## src/rtl/ahb_arbiter.sv

```systemverilog
// AHB bus arbiter: round-robin grant among NUM_MASTERS requesters with
// parking on DEFAULT_MASTER, locked-transfer support and a hold limit
// that forces rearbitration of long-running owners.
module ahb_arbiter #(
  parameter int NUM_MASTERS    = 4,
  parameter int MAX_HOLD       = 16,
  parameter int DEFAULT_MASTER = 0
) (
  input  logic                           clk,
  input  logic                           rstn,
  input  logic [NUM_MASTERS-1:0]         busreq,
  input  logic [NUM_MASTERS-1:0]         lock,
  input  logic [1:0]                     trans,
  input  logic                           ready,
  output logic [NUM_MASTERS-1:0]         grant,
  output logic [$clog2(NUM_MASTERS)-1:0] addr_master,
  output logic [$clog2(NUM_MASTERS)-1:0] data_master,
  output logic                           mastlock
);

  localparam int IW = $clog2(NUM_MASTERS);
  localparam int HW = $clog2(MAX_HOLD + 1);

  localparam logic [1:0] TRANS_IDLE   = 2'd0;
  localparam logic [1:0] TRANS_NONSEQ = 2'd2;

  typedef enum logic [1:0] {
    PARK,
    OWN,
    LOCK
  } state_t;

  state_t        state, state_next;
  logic [IW-1:0] owner, owner_next;
  logic [IW-1:0] data_owner;
  logic [HW-1:0] hold_cnt, hold_next;
  logic          arb;
  logic          found;
  logic [IW-1:0] cand_owner;

  // Round-robin search starting just after the current owner; the owner
  // itself is the last candidate so it only keeps the bus if nobody else asks.
  always_comb begin
    found      = 1'b0;
    cand_owner = owner;
    for (int i = 1; i <= NUM_MASTERS; i++) begin
      if (!found && busreq[(int'(owner) + i) % NUM_MASTERS]) begin
        found      = 1'b1;
        cand_owner = IW'((int'(owner) + i) % NUM_MASTERS);
      end
    end
  end

  // Next-state logic: detect arbitration points, lock entry/exit and
  // maintain the hold counter; nothing moves while ready is low.
  always_comb begin
    state_next = state;
    owner_next = owner;
    hold_next  = hold_cnt;
    arb        = 1'b0;
    if (ready) begin
      if (state == OWN && hold_cnt < HW'(MAX_HOLD))
        hold_next = hold_cnt + HW'(1);
      if (state == LOCK) begin
        if (!lock[owner] && trans == TRANS_IDLE)
          arb = 1'b1;
      end else if (lock[owner] && trans == TRANS_NONSEQ) begin
        state_next = LOCK;
      end else if (trans == TRANS_IDLE || !busreq[owner] ||
                   (hold_cnt >= HW'(MAX_HOLD) && trans == TRANS_NONSEQ)) begin
        arb = 1'b1;
      end else if (state == PARK) begin
        state_next = OWN;
      end
      if (arb) begin
        if (found) begin
          owner_next = cand_owner;
          state_next = OWN;
        end else begin
          owner_next = IW'(DEFAULT_MASTER);
          state_next = PARK;
        end
      end
      if (owner_next != owner || state_next == PARK)
        hold_next = '0;
    end
  end

  // State registers; reset parks the bus on the default master at once.
  always_ff @(posedge clk or negedge rstn) begin
    if (!rstn) begin
      state      <= PARK;
      owner      <= IW'(DEFAULT_MASTER);
      data_owner <= IW'(DEFAULT_MASTER);
      hold_cnt   <= '0;
    end else begin
      state    <= state_next;
      owner    <= owner_next;
      hold_cnt <= hold_next;
      if (ready)
        data_owner <= owner;
    end
  end

  assign grant       = {{(NUM_MASTERS-1){1'b0}}, 1'b1} << owner;
  assign addr_master = owner;
  assign data_master = data_owner;
  assign mastlock    = (state == LOCK);

endmodule

```

## config.mk

```make
export PLATFORM = sky130hd
export DESIGN_NAME = ahb_arbiter
export DESIGN_NICKNAME = d
export VERILOG_FILES = /design/src/rtl/ahb_arbiter.sv
export SDC_FILE = /design/constraint.sdc
export NUM_CORES = 1
export LEC_CHECK = 0
export ABC_CLOCK_PERIOD_IN_PS = 2300
export BUFFER_PORTS_ARGS = -buffer_cell sky130_fd_sc_hd__buf_2
export CAP_MARGIN = 20
export CORE_MARGIN = 2
export CORE_UTILIZATION = 40
export DETAILED_ROUTE_END_ITERATION = 10
export PLACE_DENSITY = 0.63
export SYNTH_ARGS = -nofsm -noshare
export SYNTH_HDL_FRONTEND = slang
export SYNTH_SLANG_ARGS = --single-unit
export TNS_END_PERCENT = 30
```

## constraint.sdc

```tcl
create_clock -name clk -period 2.3 [get_ports clk]
set_clock_uncertainty 0.1 [all_clocks]
set_input_delay 0.345 -clock clk [delete_from_list [all_inputs] [get_ports clk]]
set_output_delay 0.345 -clock clk [all_outputs]
set_load 0.02 [all_outputs]
```

==> flow_summary.toml <==
[run_status]
outcome = "complete, no violations"

[grt]
antenna_found_initial = 0
grt_pass1_vias = 779
gr-usage-all-layers_pct = 16.2
grt_max_degree = 13
overflow = 0
grt_pass1_wl_mm = 3.31

[worst_setup_path]
cp_max_fo = 4
r2r_cells = 6
worstSetupPathType = "reg2reg"
cp.required_ns = 2.38
start_kind = "flop"
critical_path_arrival_ns = 2.25
cp-end-kind = "flop"

[sta]
period_share_pct = 94.4
hold_violations = 0
drv_slew = 0
period_needed_ns = 2.17
fmax_mhz = 460
slew_headroom_pct = 76.5
grt_setup_unrepaired = "false"
tightest_slew_ns = 0.344
layout_setup_ws_ns = 0.128
setup_viol = 0

[layout]
drive_gt1_share_pct = 28.5
syn2layout_area_growth_pct = 19.3
finalNonFillerCells = 158
finish.utilization_pct = 49.7
final_common_cell = "buf_2"
mostFrequentLayoutCells = "21 x buf_2, 10 x dfrtp_1, 9 x inv_1, 8 x nor2_1, 7 x a21oi_1"
nets = 150
diodes = 0

[detailed_routing]
drc = 0
wl_mm = 1.98
route.detailed.wl_per_inst_um = 12.6
via_per_inst = 5.34
drtPass1Iterations = 4
ant_nets = 0
drt-initial-drc-count = 7
num_vias = 843

[floorplanning]
rows = 17
die_w_um = 51.8
start_util_pct = 41.7
io_pins = 22
core_area_um2 = 2190
die_y_um = 51.8
die-area_um2 = 2680

[job]
max_cap_viol_count = 0

[placed_design]
io_buffers = 21
dpl.hpwl_mm = 1.53
dpl_worst_slack_ns = 0.0877
gp_congestion = 0.849
placedCellCount = 153

[yosys]
synth_seq_cells = 11
syn-cell-area_um2 = 913
ys_seq_area_share_pct = 30.1
syn_avg_cell_area_um2 = 8.54
ys_warn_count = 0
synth_fp_nets = 126
synth.distinct_cells = 42
synth_edf_count = 0
async_reset_ff_share_pct = 100
synth-main-ff-cell = "dfrtp_1"
syn-instance-count = 107

[power_and_ir_drop]
peakVddDrop_uv = 595
cellPowerDensity_nw_per_um2 = 1110
p_leak_nw = 0.522

[clock_network]
clkTransAtPathRegs_ns = 0.07
cts-root-buf = "clkbuf_4"
clockBufferDepth = 2
cts_resized = 0
numCtsBuffers = 3
clkLatencyLatePin_ns = 0.26
cts_tree = "done"
numClockSinks = 11
cts_htree_levels = 1

[hold_path]
min_path_type = "in2reg"
whs_path_depth = 2
-- final cells by class --
type,count,area [um2]
Fill cell,207,1100
Multi-Input combinational cell,78,558
Sequential cell,11,277
Timing Repair Buffer,28,160
Tap cell,28,35.0
Inverter,9,33.8
Clock buffer,4,26.3
-- where the power goes --
group          switching, mW  internal (mW)  total (mW)
Combinational          0.443          0.321       0.765
Clock                 0.0621         0.0670       0.129
Sequential            0.0517          0.260       0.312
Total                  0.557          0.648        1.21
-- sequential cells by signal (all words and copies together), names as in the netlist --
register,count
hold_cnt,5
addr_master,2
state,2
data_master,2
-- synth_stat cells (2+ instances only) --
| cell | instances | area, um2 |
|---|---|---|
| nand2b_1 | 2 | 12.5 |
| nand3_1 | 4 | 20.0 |
| inv_1 | 9 | 33.8 |
| ha_1 | 6 | 75.1 |
| mux2i_1 | 4 | 40.0 |
| nor2b_1 | 3 | 18.8 |
| nand2_1 | 4 | 15.0 |
| mux2_2 | 2 | 22.5 |
| nor3_1 | 3 | 15.0 |
| nand3b_1 | 2 | 15.0 |
| clkbuf_1 | 5 | 18.8 |
| xor2_1 | 2 | 17.5 |
| or3_1 | 2 | 12.5 |
| nor4_1 | 2 | 12.5 |
| a21oi_1 | 7 | 35.0 |
| o21ai_0 | 5 | 25.0 |
| nor2_1 | 8 | 30.0 |
| nand4_1 | 2 | 12.5 |
| a211o_1 | 2 | 17.5 |
| dfrtp_1 | 11 | 275 |
-- routing by layer --
| layer | up-vias | GRT usage (%) | share of wire [%] |
|---|---|---|---|
| met5 | - | 0 | 0 |
| met4 | 0 | 5.26 | 0.45 |
| met3 | 4 | 0.862 | 2.4 |
| met2 | 17 | 28.8 | 50 |
| met1 | 396 | 20.8 | 47 |
| li1 | 426 | - | - |
-- what timing repair did --
item,CTS,global route
endpoints found under the setup margin,0,0
hold endpoints to repair,11,0
setup buffers,0,0
hold buffers,1,0
-- per-stage QoR --
stage | hold slack, ns | instance area, um2 | setup TNS (ns) | power, mW
after global routing | 0.297 | 1090 | 0 | 1.31
after global placement | 0.122 | 1050 | 0 | 1.06
after detailed placement | 0.125 | 1050 | 0 | 1.08
final | 0.279 | 1090 | 0 | 1.21
after floorplan | -0.0506 | 916 | -0.0231 | 0.879
after CTS | 0.274 | 1090 | 0 | 1.21
-- worst max-delay path: stages (launching register included) --
cell	delay [ns]
dfrtp_2	0.38
mux4_2	0.54
or4_1	0.43
nand4_2	0.11
nand3_1	0.11
or3_1	0.35
o21ai_1	0.08
-- path summary, 6_finish.rpt --
kind | start | endpoint | slack, ns
setup reg to reg | addr_master[0]$_DFFE_PN0P_ | addr_master[0]$_DFFE_PN0P_ | 0.13
setup / recovery | addr_master[0]$_DFFE_PN0P_ | addr_master[0]$_DFFE_PN0P_ | 0.13
hold reg to reg | data_master[1]$_DFFE_PN0P_ | data_master[1]$_DFFE_PN0P_ | 0.40
min in group asynchronous | rstn | hold_cnt[2]$_DFFE_PN0P_ | 0.37
max in group asynchronous | rstn | addr_master[0]$_DFFE_PN0P_ | 1.50
hold / removal | ready | state[0]$_DFFE_PN0P_ | 0.28
-- kinds of logic (layout without fill, tap and decap cells) --
family / Yosys count / in the layout / synth area share [%]
buffers and inverters: 18 / 41 / 8.77
XOR/XNOR: 3 / 3 / 2.88
adder cells (fa/ha/maj): 6 / 6 / 8.22
flip-flops: 11 / 11 / 30.1
multiplexers: 7 / 7 / 9.31
AO/OA/AOI/OAI: 25 / 25 / 17.8
AND/OR/NAND/NOR: 37 / 37 / 22.9
(Power assumes the default switching activity.)
